### src/rtl/stage0_trace_checker_sat_counter.sv
// Saturating event counter.
// Holds at all-ones instead of wrapping.
module sat_counter #(
  parameter int W = 16
) (
  input  logic         CLK,
  input  logic         RST_N,
  input  logic         inc,
  input  logic         clr,
  output logic [W-1:0] cnt
);

  logic [W-1:0] r_cnt;

  always_ff @(posedge CLK) begin
    if (!RST_N) begin
      r_cnt <= '0;
    end else if (clr) begin
      r_cnt <= '0;
    end else if (inc && (r_cnt != '1)) begin
      r_cnt <= r_cnt + 1'b1;
    end
  end

  assign cnt = r_cnt;

endmodule

### config.mk
export PLATFORM = sky130hd
export DESIGN_NAME = sat_counter
export DESIGN_NICKNAME = d
export VERILOG_FILES = /design/src/rtl/stage0_trace_checker_sat_counter.sv
export SDC_FILE = /design/constraint.sdc
export NUM_CORES = 1
export LEC_CHECK = 0
export BUFFER_PORTS_ARGS = -buffer_cell sky130_fd_sc_hd__buf_2
export CAP_MARGIN = 20
export CORE_MARGIN = 5
export CORE_UTILIZATION = 49
export CTS_BUF_LIST = sky130_fd_sc_hd__clkbuf_4 sky130_fd_sc_hd__clkbuf_8
export DETAILED_ROUTE_END_ITERATION = 7
export HOLD_SLACK_MARGIN = 0.05
export PLACE_DENSITY = 0.82
export SKIP_CTS_REPAIR_TIMING = 1
export SYNTH_ARGS = -nofsm -noshare
export SYNTH_HDL_FRONTEND = slang
export SYNTH_SLANG_ARGS = --single-unit
### constraint.sdc
create_clock -name CLK -period 1.4 [get_ports CLK]
set_input_delay 0.14 -clock CLK [delete_from_list [all_inputs] [get_ports CLK]]
set_output_delay 0.14 -clock CLK [all_outputs]
set_load 0.05 [all_outputs]
* Word level (Yosys, flattened, before mapping)
Index checks and enable logic that the tools add are counted.
** Word-level totals
- Logic and storage cells :: 6
- Latch bits :: 0
- Memory bits (writable) :: 0
- Output and inout port bits :: 16
- Register bits :: 16
- Memories kept :: 0
- Memory bits (read-only) :: 0
** Operators by class
- Equality and inequality tests :: 1
- Shifts and indexed selects :: 0
- Div/mod/pow operators :: 0
- $lt $le $gt $ge :: 0
- Mux-type cells :: 0
- Reductions and logical operators :: 2
- Add/sub/neg operators :: 1
- $mul :: 0
- Bitwise operators :: 1
** Operator list (number)
- $add A16 B1 Y16 const B :: 1
- $ne A16 B16 Y1 const B :: 1
- $reduce_or A2 Y1 :: 1
- $logic_and A1 B1 Y1 :: 1
- $not A1 Y1 :: 1

* Longest topological paths before layout
- Depth in word-level cells :: 2
- Depth in mapped cells :: 5
- Gate-level depth less buffers :: 5

* Worst setup path before layout
Ideal clock, no wire load.
- Path type :: reg2reg
- From :: reg r_cnt[0] (netlist: cnt[0])
- To :: reg r_cnt[14] (netlist: cnt[14])
- Library setup time :: 0.115 ns
- Cell stages (with the launch flop) :: 6
- Arrival :: 1.788 ns
- Buffers on the path :: 0
- Required time :: 1.285 ns
- Path slack :: -0.503 ns
- Cells stage by stage :: dfxtp_1 -> ha_1 -> and4_2 -> o311ai_2 -> o31a_1 -> o21a_1
** On the way
- Longest elaborated chain between the ends :: 2
- Elaborated cells on any way between the ends :: 3
- Classes of those cells :: 1 x add/sub; 1 x eq/ne; 1 x reduce/logical
** Ends and longest elaborated chain
- from (decl) :: RTL line 13 : logic [W-1:0] r_cnt;
- from (signal assigned) :: RTL line 21 : r_cnt <= r_cnt + 1'b1;
- parallel branches: the longest is 2 deep, another holds $add A16 B1 Y16
Several ways; the timed one is not identified.
A chain may end at the register's enable or synchronous reset.

* Worst setup path after layout
- From :: reg r_cnt[1] (netlist: cnt[1])
- To :: reg r_cnt[9] (netlist: cnt[9])
Same word-level chain as after synthesis.

==> flow_summary.yaml <==
synthesis:
  yosysTopAreaCellShare_pct: 37.0
  syn_avg_cell_area_sq_um: 9.50
  syn-instance-count: 91
  synth_area_sq_um: 865
  ys_warn_count: 0
  ys.flop_type: "dfxtp_1"
  synth_edf_count: 0
  synth_cell_type_count: 38
  ys_seq_area_share_pct: 37.0
  syn_nets: 96
  async_reset_ff_share_pct: 0
  synth_area_leaders: "dfxtp_1 (37%), nand4_4 (4.9%), nor2_1 (4.3%)"
  yosysTopAreaCell: "dfxtp_1"
  synth-seq-cells: 16
min_path:
  hp-class: "in2reg"
setup_path:
  path_cells: "ha_4 -> inv_1 -> nor3_4 -> or4_1 -> a21oi_1"
  worstPathMaxFanout: 8
  r2r_cells: 5
  cp_num_cells: 5
  cp_slowest_cell: "or4_1"
  cp_data_arrival_time_ns: 1.72
  reg2reg_from: "cnt[1]"
  required_ns: 1.62
  startpoint: "cnt[1]"
  crit_path_end_kind: "register"
  cp_top_family: "simple AND/OR/NAND/NOR gates"
  crit_type: "reg2reg"
  crit_end: "cnt[9]"
  r2r_end: "cnt[9]"
  cp.buffers_inverters: 1
  startpoint_type: "register"
  r2r_setup_slack_ns: -0.10
  critPathMaxStageDelay_ns: 0.47
timing:
  slew_headroom_pct: 69.1
  worst_pin_slew_ns: 0.463
  skew_ns: 0.00237
  hold_violations: 0
  post-route-period-util_pct: 107
  rsz0062_at_grt: "yes"
  drv_slew: 0
  setup_slack_ns: -0.103
  max_freq_mhz: 665
  min_period_ns: 1.50
  setup_violations: 10
grt:
  grt_pass1_wl_mm: 3.65
  grt_max_degree: 10
  grt_overflow: 0
  track_usage_pct: 18.0
  antenna_found_initial: 0
  grt_pass1_vias: 845
pwr:
  ir_drop_uv: 469
  power_per_cell_area_mw_per_mm2: 580
  total_power_uw: 732
  power_frac_comb_pct: 5.8
  clock_power_share_pct: 35.5
  p_sw_share_pct: 25.2
  sequentialPowerShare_pct: 58.7
  p_leak_uw: 0.000547
  p_switching_uw: 185
  p_int_uw: 548
floorplanning:
  die_w_um: 52.0
  dieHeight_um: 52.0
  initial_utilization_pct: 50.6
  ioPinCount: 20
  core_sq_mm: 0.00171
  dieArea_sq_mm: 0.00270
  rows: 15
layout:
  layout-drive-gt1-share_pct: 52.3
  fillerInstances: 129
  insertedDiodeCount: 0
  nNetsFinal: 134
  final_area_sq_mm: 0.00126
  largest_register_ffs: 16
  final_common_cell: "buf_2"
  seqCellArea_sq_um: 380
  syn_to_final_growth_pct: 46.0
  multi_input_area_sq_um: 606
  final_cell_mix: "buf_2 (19), dfxtp_4 (16), buf_4 (14)"
cts:
  cts-root-buf: "clkbuf_4"
  numClockSinks: 16
  tritoncts: "built"
  cts_buffers: 3
  cts.htree.levels: 1
  cts.clk_slew.worst_paths_ns: 0.10
  clk_path_buf_depth: 2
  worstSkewPairLatency_ns: 0.29
routing:
  vias: 884
  drt-initial-drc-count: 35
  drt_first_pass_iters: 4
  drc: 0
  postRouteAntennaNets: 0
  wl_mm: 2.38
  wl_per_cell_um: 15.5
  drt-vias-per-instance: 5.78
place:
  io_buffer_count: 19
  dp_hpwl_mm: 1.66
  placed_area_sq_mm: 0.00114
  gp_congestion: 0.773
run:
  drv_cap: 0
status:
  violations: "setup timing"
  status: "finished, violations left"
-- cell usage after synthesis, drive strengths merged, types with 2 or more instances --
cell,n
nand2,5
nor3,2
o311ai,3
or3,2
o31ai,2
nor4,3
o41ai,3
a21oi,4
nand3,5
nor2,10
dfxtp,16
and4,3
o21ai,4
xor2,3
nand2b,2
and2,3
or4,2
inv,2
nand4,4
-- how the worst min path moves through the flow --
stage,cells past startpoint,endpoint,slack (ns),start
finish,3,cnt[12],0.19,clr
global route,3,cnt[12],0.21,clr
CTS,3,cnt[12],0.18,clr
detailed placement,1,cnt[11],0.49,cnt[11]
global placement,1,cnt[11],0.48,cnt[11]
floorplan,2,cnt[11],0.31,RST_N
-- metrics by stage --
stage	util (%)	hold slack, ns	cells	setup slack [ns]	TNS (ns)
final	73.9	0.186	153	-0.103	-0.571
after global routing	73.9	0.207	153	-0.195	-1.59
after CTS	68.4	0.180	147	-0.116	-0.584
after detailed placement	66.9	0.486	143	-0.0794	-0.245
after global placement	66.9	0.477	143	-0.0163	-0.0299
after floorplan	-	0.312	91	-0.0806	-0.270
-- power by group through the flow --
| stage | sequential [uW] | clock [uW] | combinational, uW |
|---|---|---|---|
| floorplan | 448 | 0 | 17.4 |
| global placement | 441 | 0 | 40.4 |
| detailed placement | 441 | 0 | 42.5 |
| CTS | 430 | 265 | 42.6 |
| global route | 430 | 278 | 46.3 |
| finish | 430 | 260 | 42.4 |
-- tightest hold or removal path, delay by kind of cell --
kind	cells	cell delay, ns
and+or+nand+nor	1	0.10
AOI/OAI and AO/OA	1	0.13
buffers and inverters	1	0.08
-- logic make-up (layout without fill, tap and decap cells) --
family	Yosys count	after routing	share of synthesized area [%]
AND/OR/NAND/NOR	44	44	33.6
AO/OA/AOI/OAI	22	22	21.4
flip-flops	16	16	37.0
XOR/XNOR	4	4	4.05
buffers and inverters	3	40	1.30
adder cells (fa/ha/maj)	1	1	1.45
multiplexers	1	1	1.16
-- cell type report --
class                   count  area share (%)
multi-input cells          72            48.0
flip-flops and latches     16            30.1
repair buffers             34            16.7
well taps                  25            2.48
clock buffers               3            1.78
inverters                   2           0.595
clock inverters             1           0.297
-- layer usage --
layer	up-vias	global-route usage [%]	part of all wire, %
li1	427	-	-
met1	430	21.0	45
met2	21	31.8	50
met3	6	3.15	2.8
met4	0	7.86	1.8
met5	-	0	0
Note: power is estimated with default switching activity, not from simulation.
